[config.mk]
export PLATFORM = sky130hd
export DESIGN_NAME = toggle_rx
export DESIGN_NICKNAME = d
export VERILOG_FILES = /design/src/rtl/toggle_rx.sv
export SDC_FILE = /design/constraint.sdc
export NUM_CORES = 1
export LEC_CHECK = 0
export ABC_AREA = 1
export ABC_CLOCK_PERIOD_IN_PS = 1950
export BUFFER_PORTS_ARGS = -buffer_cell sky130_fd_sc_hd__buf_2
export CORE_UTILIZATION = 40
export CTS_CLUSTER_DIAMETER = 30
export DETAILED_ROUTE_END_ITERATION = 10
export GPL_TIMING_DRIVEN = 0
export PLACE_DENSITY_LB_ADDON = 0.05
export SLEW_MARGIN = 10
export SYNTH_ARGS = -nofsm -noshare
export SYNTH_HDL_FRONTEND = slang
export SYNTH_SLANG_ARGS = --single-unit
[constraint.sdc]
create_clock -name clk -period 1.95 [get_ports clk]
set_input_delay 0.2925 -clock clk [delete_from_list [all_inputs] [get_ports clk]]
set_output_delay 0.2925 -clock clk [all_outputs]
set_load 0.1 [all_outputs]
[src/rtl/toggle_rx.sv]
// toggle_rx
//   Receive side of a toggle-handshake clock/reset-domain crossing. The
//   initiator flips req_tgl once per event while holding req_data stable.
//   This block synchronises the toggle, detects each level change, and
//   presents the payload to a valid/ready consumer. It then flips ack_tgl
//   once per accepted event.
//
// Parameters
//   DW          payload width
//   SYNC_STAGES synchronizer depth on req_tgl (2..4)
//   CNT_W       width of the accepted-event counter
//
// Ports
//   clk       sole clock, rising edge
//   reset     synchronous active-low reset
//   req_tgl   request toggle; every level change is one event
//   req_data  payload, stable from req_tgl change until ack_tgl change
//   out_valid event pending toward the consumer
//   out_data  captured payload, valid while out_valid=1
//   out_ready consumer accept (with out_valid at a rising edge)
//   ack_tgl   acknowledge toggle, flips once per accepted event
//   evt_cnt   accepted-event count, wraps modulo 2^CNT_W
//   ovf       sticky flag: an event arrived while one was pending and not
//             being accepted

module toggle_rx #(
  parameter int unsigned DW          = 8,
  parameter int unsigned SYNC_STAGES = 2,
  parameter int unsigned CNT_W       = 8
) (
  input  logic             clk,
  input  logic             reset,
  input  logic             req_tgl,
  input  logic [DW-1:0]    req_data,
  output logic             out_valid,
  output logic [DW-1:0]    out_data,
  input  logic             out_ready,
  output logic             ack_tgl,
  output logic [CNT_W-1:0] evt_cnt,
  output logic             ovf
);

  typedef enum logic {
    IDLE  = 1'b0,
    VALID = 1'b1
  } state_t;

  state_t                 state_q, state_d;
  logic [SYNC_STAGES-1:0] sync_q;
  logic                   prev_q;
  logic [DW-1:0]          data_q;
  logic                   ack_q;
  logic [CNT_W-1:0]       cnt_q;
  logic                   ovf_q;

  logic evt;
  logic capture;
  logic accept;
  logic drop;

  // Next-state and datapath controls
  always_comb begin
    state_d = state_q;
    capture = 1'b0;
    accept  = 1'b0;
    drop    = 1'b0;
    // Event = last sync stage differs from its registered copy. It is gated
    // by reset so that nothing is detected in a reset cycle.
    evt     = reset & (sync_q[SYNC_STAGES-1] ^ prev_q);

    unique case (state_q)
      IDLE: begin
        if (evt) begin
          state_d = VALID;
          capture = 1'b1;
        end
      end
      VALID: begin
        if (out_ready) begin
          accept = 1'b1;
          // A new event on the accepting edge is handed over directly:
          // stay in VALID with the fresh payload and no overflow.
          if (evt) begin
            capture = 1'b1;
          end else begin
            state_d = IDLE;
          end
        end else if (evt) begin
          // Nowhere to put it: drop the new event and flag the violation.
          drop = 1'b1;
        end
      end
      default: state_d = IDLE;
    endcase
  end

  // State and datapath registers
  always_ff @(posedge clk) begin
    if (!reset) begin
      state_q <= IDLE;
      sync_q  <= '0;
      prev_q  <= 1'b0;
      data_q  <= '0;
      ack_q   <= 1'b0;
      cnt_q   <= '0;
      ovf_q   <= 1'b0;
    end else begin
      state_q <= state_d;
      sync_q  <= {sync_q[SYNC_STAGES-2:0], req_tgl};
      prev_q  <= sync_q[SYNC_STAGES-1];
      if (capture) begin
        data_q <= req_data;
      end
      if (accept) begin
        ack_q <= ~ack_q;
        cnt_q <= cnt_q + CNT_W'(1);
      end
      if (drop) begin
        ovf_q <= 1'b1;
      end
    end
  end

  assign out_valid = (state_q == VALID);
  assign out_data  = data_q;
  assign ack_tgl   = ack_q;
  assign evt_cnt   = cnt_q;
  assign ovf       = ovf_q;

endmodule

Word-level counts from Yosys, hierarchy flattened. Index checks and enable logic that the tools add are counted.

Bits in registers: 22. Bits of input ports: 12. Logic and storage cells: 21.

Add/sub/neg operators: 1. Mux-type cells: 9. Bitwise gates (word level): 4.

Operators with widths (number): $add 8x1->8 const B (1); $mux 1 (7); $pmux 1 s2 (2); $not 1->1 (2); $and 1x1->1 (1); $xor 1x1->1 (1).

Depth between registers and ports, before layout. Gate-level depths: netlist of run 1.

Word-level depth: 5. Gate-level depth with buffers: 8.

Least setup slack after synthesis of run 1. No wires, ideal clock.

Path kind: register -> register. From: register cnt_q[1] (netlist: evt_cnt[1]). To: register cnt_q[6] (netlist: evt_cnt[6]). Setup time: 118 ps. Arrival: 1671 ps. Required time: 1832 ps. Path slack: 161 ps. Stages on the path, launching flop included: 7. Cell sequence: dfxtp_1 > ha_1 > inv_1 > nor3_2 > nand2_1 > nand2_1 > nor2_1.

Word-level cells in the longest chain between the ends: 1.

RTL lines: from (decl) (line 53) `logic [CNT_W-1:0] cnt_q;`; from (signal assigned) (line 116) `cnt_q <= cnt_q + CNT_W'(1);`; $add 8x1->8 (line 116).

No other way between the ends. A chain may end at the register's enable or synchronous reset.

Worst setup path after layout of run 1.
From: register state_q (netlist: out_valid). To: output out_valid.

RTL lines: from (decl) (line 48) `state_t state_q, state_d;`; from (signal assigned) (line 108) `state_q <= state_d;`; to (decl) (line 35) `output logic out_valid,`.

No word-level cell between the ends.

==> metrics.md, run 1 <==
| Metric | Value |
|---|---|
| Clk_skew | `0.00503 ns` |
| Sequential share of the synthesized area | `0.475` |
| Drc violations | `0` |
| IO Pins | `31` |
| Post-Route Setup TNS | `0 ns` |
| Hpwl dp | `1.22 mm` |
| Hold slack | `0.170 ns` |
| Pins Over Slew Limit | `0` |
| Sequential power share | `0.566` |
| Worst-path maximum fanout | `6` |
| Final hold vios | `0` |
| Final net count | `178` |
| CP peak stage delay | `0.46 ns` |
| Row count | `17` |
| Maximum clock insertion buffer count | `2` |
| Via density | `4.38` |
| Leakage power | `0.000605 uW` |
| Met1 WL | `700 um` |
| Post-Syn Nets | `143` |
| Number of global-route vias before repair | `699` |
| Post_cts resized | `0` |
| Die Ht | `50.1 um` |
| WP data required | `1.66 ns` |
| Hold/Removal Path Class | `in -> reg` |
| Comb pwr share | `0.196` |
| Area grow syn2layout | `22.4%` |
| Worst path arrival time | `1.20 ns` |
| Fmax | `0.672 GHz` |
| Max cap viols | `0` |
| Die X | `50.1 um` |
| CTS sink cnt | `22` |
| Netlist cell types | `18` |
| Total gr overflow | `0` |
| Element type at the critical path end | `output pin` |
| Status | `complete, no violations` |
| Wire per inst | `8.38 um` |
| Share of layout cells above drive strength 1 | `0.258` |
| Slew HR | `0.675` |
| Non-filler instance count after layout | `191` |
| First-pass GRT wire length | `2.82 mm` |
| H-tree depth | `1` |
| Tcrit/Tclk final | `0.763` |
| Core area | `2190 um2` |
| Top Layer Used | `met4` |
| DRT Pass-1 Iters | `3` |
| Cells after Synth | `130` |
| Startpoint types | `flip-flop` |
| Largest net degree at the start of global routing | `12` |
| Clk pwr share | `0.238` |
| Post-synth top area share | `0.475` |
| Final setup fails | `0` |
| Hold_buf cts | `0` |
| Slowest cell on crit path | `buf_2` |
| Pint | `574 uW` |
| RSZ-0062 raised after global routing | `no` |
| Yosys warning total | `0` |
| DRT antenna net count | `0` |
| Vias after detailed routing | `836` |
| Maximum VDD drop | `463 uV` |
| Iter 0 DRT Violations | `7` |
| Number of port buffers | `30` |
| Starting density of the core | `0.423` |
| Area leader, netlist | `dfxtp_1` |
| Switching component of the power | `261 uW` |
| Crit-path cells | `buf_2` |
| Placed insts | `188` |
| Bufs and invs on worst path | `1` |
| Synth Register Bits | `22` |
| Cts bufs inserted | `3` |
| Initial antenna violation count | `0` |
| Overall power | `835 uW` |
| GP Congestion | `0.666` |
| Synthesized cell area | `927 um2` |
| DIE AREA | `2510 um2` |
| GRT Resource Usage Total | `0.150` |
| Fin util | `0.518` |
| Clk pin slew, worst setup/hold paths | `0.11 ns` |
| CTS tree | `built` |
| Critical path class | `reg -> out` |
| Leading post-synthesis cells by cell area | `dfxtp_1 (48%), nand2_1 (15%), nor2_1 (12%)` |
| WL met2 | `793 um` |
| Family with the most delay on the worst path | `buffers and inverters` |
| Crit path time final | `1.49 ns` |
| Post-CTS setup buffers | `0` |
| Least-Margin Pin Slew | `0.491 ns` |
| N_diodes | `0` |
| Wire length on met3 | `81 um` |
| Clk root buf | `clkbuf_4` |
| Total routed wirelength | `1.60 mm` |
| Sw frac | `0.313` |
| Avg Cell Area, Syn | `7.13 um2` |
| Clk Latency, worst-skew pair | `0.30 ns` |
| Cell area power density | `736 nW/um2` |
-- stage by stage --
step / setup WS [ns] / instance area [um2]
after floorplan: 0.161 / 927
after global placement: 0.738 / 1110
after detailed placement: 0.714 / 1110
after CTS: 0.454 / 1130
after global routing: 0.401 / 1130
final: 0.462 / 1130
-- cells by family (layout without fill, tap and decap cells) --
| group | count (synthesis) | count (layout) | share of synthesized area |
|---|---|---|---|
| AO/OA/AOI/OAI | 10 | 10 | 0.0621 |
| flip-flops | 22 | 22 | 0.475 |
| AND/OR/NAND/NOR | 73 | 73 | 0.323 |
| buffers and inverters | 23 | 56 | 0.117 |
| XOR/XNOR | 1 | 1 | 0.00945 |
| adder cells (fa/ha/maj) | 1 | 1 | 0.0135 |
-- final timing paths --
check	start	end	slack (ns)	depth (start not counted)
worst max-delay path	out_valid	out_valid	0.46	1
worst max register to register	evt_cnt[1]	evt_cnt[6]	0.80	6
worst min-delay path	req_tgl	sync_q[0]	0.17	3
worst min register to register	sync_q[0]	sync_q[1]	0.42	2
-- per-layer routing --
metal | track usage | up-vias
met1 | 0.165 | 361
met4 | 0.0857 | 0
li1 | - | 452
met3 | 0.0424 | 4
met5 | 0 | -
met2 | 0.253 | 19
-- cell type report --
cell class,instances,area [um2]
flip-flops and latches,22,440
fillers,232,1060
repair buffers,30,150
inverters,20,75.1
plain buffers,3,33.8
well taps,28,35.0
clock buffers,3,22.5
multi-input cells,85,378
-- sequential cells by signal (all words and copies together), names as in the netlist --
signal     flops
out_data       8
ovf            1
ack_tgl        1
out_valid      1
prev_q         1
evt_cnt        8
sync_q         2
-- cell usage in the layout (no fill, tap or decap) --
cell,netlist,routed
xor2_1,1,1
o21ai_0,1,1
clkbuf_4,0,3
ha_1,1,1
nor2_2,1,1
nand2_2,2,2
inv_2,1,1
nor3_2,1,1
nor2_4,1,1
buf_2,0,30
o21a_1,2,2
nand2_1,36,36
nand4_1,1,1
nor2_1,30,30
dfxtp_1,22,22
nand3_1,1,1
inv_1,19,19
buf_6,3,3
a21oi_1,6,6
a21o_1,1,1
-- cells in the mapped netlist, drive strengths merged --
| master | n |
|---|---|
| o21ai | 1 |
| nand4 | 1 |
| nor3 | 1 |
| dfxtp | 22 |
| a21o | 1 |
| nand3 | 1 |
| buf | 3 |
| nand2 | 38 |
| o21a | 2 |
| ha | 1 |
| inv | 20 |
| nor2 | 32 |
| a21oi | 6 |
| xor2 | 1 |
-- power by group through the flow --
stage               Clock [uW]  Sequential, uW  Combinational (uW)
floorplan                    0             569                47.2
global placement             0             482                 164
detailed placement           0             483                 165
CTS                        209             473                 166
global route               227             474                 178
finish                     199             472                 164
No activity file was read; power rests on OpenSTA's default activity.
==> run 2, diff against run 1 <==
--- a/config.mk
+++ b/config.mk
@@ -6,7 +6,7 @@
 export NUM_CORES = 1
 export LEC_CHECK = 0
 export ABC_AREA = 1
-export ABC_CLOCK_PERIOD_IN_PS = 1950
+export ABC_CLOCK_PERIOD_IN_PS = 1290
 export BUFFER_PORTS_ARGS = -buffer_cell sky130_fd_sc_hd__buf_2
 export CORE_UTILIZATION = 40
 export CTS_CLUSTER_DIAMETER = 30
==> constraint.sdc (replaced) <==
create_clock -name clk -period 1.29 [get_ports clk]
set_input_delay 0.1935 -clock clk [delete_from_list [all_inputs] [get_ports clk]]
set_output_delay 0.1935 -clock clk [all_outputs]
set_load 0.1 [all_outputs]
==> run 2 against run 1 <==
Non-clock buffer count is 2 higher; critical path depth stayed put; cell count rose by 1.6%; largest cell class unchanged.
==> metrics.md, run 2 (synthesized netlist as in run 1, its figures left out) <==
| Metric | Value |
|---|---|
| DIE AREA | `2510 um2 (unchanged)` |
| Commonest non-fill, non-tap cell in the layout | `nand2_1 (unchanged)` |
| Max cap viols | `0 (unchanged)` |
| Core area | `2190 um2 (unchanged)` |
| Drc violations | `0 (unchanged)` |
| Maximum VDD drop | `641 uV (was 463 uV)` |
| Share of layout cells above drive strength 1 | `0.325 (was 0.258)` |
| Hold EP | `sync_q[0] (unchanged)` |
| CTS tree | `built (unchanged)` |
| IO Pins | `31 (unchanged)` |
| Initial antenna violation count | `0 (unchanged)` |
| Startpoint types | `flip-flop (unchanged)` |
| Hpwl dp | `1.21 mm (was 1.22 mm)` |
| Filler cells | `230 (was 232)` |
| Number of global-route vias before repair | `726 (was 699)` |
| HP Start | `req_tgl (unchanged)` |
| Fmax | `0.790 GHz` |
| Bufs and invs on worst path | `1 (unchanged)` |
| Row count | `17 (unchanged)` |
| Worst path arrival time | `1.07 ns (was 1.20 ns)` |
| Post-Route Setup TNS | `0 ns (unchanged)` |
| Met1 WL | `734 um (was 700 um)` |
| RSZ-0062 raised after global routing | `no (unchanged)` |
| Maximum clock insertion buffer count | `2 (unchanged)` |
| Starting density of the core | `0.423 (unchanged)` |
| Least-Margin Pin Slew | `0.489 ns (was 0.491 ns)` |
| Iter 0 DRT Violations | `3 (was 7)` |
| Die X | `50.1 um (unchanged)` |
| Die Ht | `50.1 um (unchanged)` |
| Clk pin slew, worst setup/hold paths | `0.12 ns (was 0.11 ns)` |
| DRT Pass-1 Iters | `2 (was 3)` |
| Largest net degree at the start of global routing | `13 (was 12)` |
| WL met2 | `793 um (unchanged)` |
| Cell area power density | `1060 nW/um2 (was 736 nW/um2)` |
| Top Layer Used | `met4 (unchanged)` |
| Reg-to-Reg End | `evt_cnt[6] (unchanged)` |
| Cts bufs inserted | `3 (unchanged)` |
| Clk Latency, worst-skew pair | `0.30 ns (about the same)` |
| Final setup fails | `0 (unchanged)` |
| Element type at the critical path end | `output pin (unchanged)` |
| H-tree depth | `1 (unchanged)` |
| GP Congestion | `0.695 (was 0.666)` |
| Final net count | `180 (was 178)` |
| CTS sink cnt | `22 (unchanged)` |
| R2R Setup Slk | `0.18 ns (was 0.80 ns)` |
| WP data required | `1.10 ns (was 1.66 ns)` |
| Status | `complete, no violations (unchanged)` |
| Number of port buffers | `30 (unchanged)` |
| Vias after detailed routing | `841 (was 836)` |
| First-pass GRT wire length | `2.80 mm (was 2.82 mm)` |
| Worst hold path depth | `3 (unchanged)` |
| Final hold vios | `0 (unchanged)` |
| Crit-path cells | `buf_2 (unchanged)` |
| Slew HR | `0.676 (was 0.675)` |
| Crit path time final | `1.27 ns` |
| N_diodes | `0 (unchanged)` |
| Wire per inst | `8.35 um (was 8.38 um)` |
| Worst-path maximum fanout | `2 (was 6)` |
| Hold/Removal Path Class | `in -> reg (unchanged)` |
| Reg2Reg Launch Point | `evt_cnt[0] (was evt_cnt[1])` |
| Slowest cell on crit path | `buf_2 (unchanged)` |
| Critical path class | `reg -> out (unchanged)` |
| Total gr overflow | `0 (unchanged)` |
| Leakage power | `0.000620 uW (was 0.000605 uW)` |
| Via density | `4.34 (was 4.38)` |
| Clk_skew | `0.00435 ns (was 0.00503 ns)` |
| GRT Resource Usage Total | `0.145 (was 0.150)` |
| Area grow syn2layout | `30.4% (was 22.4%)` |
| Pins Over Slew Limit | `0 (unchanged)` |
| Total routed wirelength | `1.62 mm (was 1.60 mm)` |
| Tcrit/Tclk final | `0.981` |
| DRT antenna net count | `0 (unchanged)` |
| Clk root buf | `clkbuf_4 (unchanged)` |
| Most frequent cells in the layout | `nand2_1 (36), nor2_1 (30), inv_1 (19) (was nand2_1 (36), nor2_1 (30), buf_2 (30))` |
| Hold slack | `0.0663 ns (was 0.170 ns)` |
| CP peak stage delay | `0.43 ns (was 0.46 ns)` |
| Wire length on met3 | `75 um (was 81 um)` |
| R2R cell count | `6 (unchanged)` |
| Family with the most delay on the worst path | `buffers and inverters (unchanged)` |
==> run 2: changes by cell type in the layout (fill, tap and decap cells not counted), sizes merged <==
cell / previous run / this run
buf: 33 / 30
clkbuf: 3 / 9
==> run 2: area by class of cell <==
cell class                      instances  area [um2]  area share
Buffer                                  3        33.8      0.0280
Sequential cell                        22         465       0.385
Tap cell                               28        35.0      0.0290
Timing Repair Buffer                   32         195       0.161
Clock buffer                            4        26.3      0.0217
Inverter                               20        75.1      0.0621
Multi-Input combinational cell         85         378       0.313
==> run 2: metal layers <==
metal	vias up	global-route usage
met5	-	0
met4	0	0.0571
met3	2	0.0333
met2	17	0.258
met1	363	0.165
li1	459	-
==> run 2: through the flow <==
stage / cell area [um2] / util / instances / power, uW / setup WS [ns]
floorplan: 952 / - / 130 / 924 / 0.0178
global placement: 1140 / 0.519 / 188 / 970 / 0.166
detailed placement: 1140 / 0.519 / 188 / 972 / 0.136
CTS: 1180 / 0.539 / 192 / 1310 / 0.00151
global route: 1210 / 0.552 / 194 / 1340 / 0.00403
finish: 1210 / 0.552 / 194 / 1290 / 0.0249
==> run 2: how the worst max path moves through the flow <==
stage / from / cells after the start / end / slack (ns)
final: out_data[7] / 1 / out_data[7] / 0.02
after detailed placement: sync_q[1] / 8 / out_data[4] / 0.14
after floorplan: evt_cnt[4] / 5 / evt_cnt[7] / 0.02
after CTS: out_data[3] / 1 / out_data[3] / 0.002
after global placement: sync_q[1] / 8 / out_data[5] / 0.17
after global routing: out_data[7] / 1 / out_data[7] / 0.004
==> run 2: where the power goes <==
part | leakage [uW] | switching, uW | internal [uW]
registers | 0.000185 | 12.9 | 694
clock network | 0.0000150 | 201 | 120
logic | 0.000419 | 191 | 66.3
total | 0.000620 | 405 | 880
==> run 2: what timing repair did <==
action | 4_1_cts | 5_1_grt
cloned | 0 | 0
hold endpoints to repair | 0 | 0
buffers inserted | 0 | 2
hold buffers | 0 | 0
endpoints found under the setup margin | 7 | 7
gates resized for setup | 7 | 5
pin swaps | 0 | 1
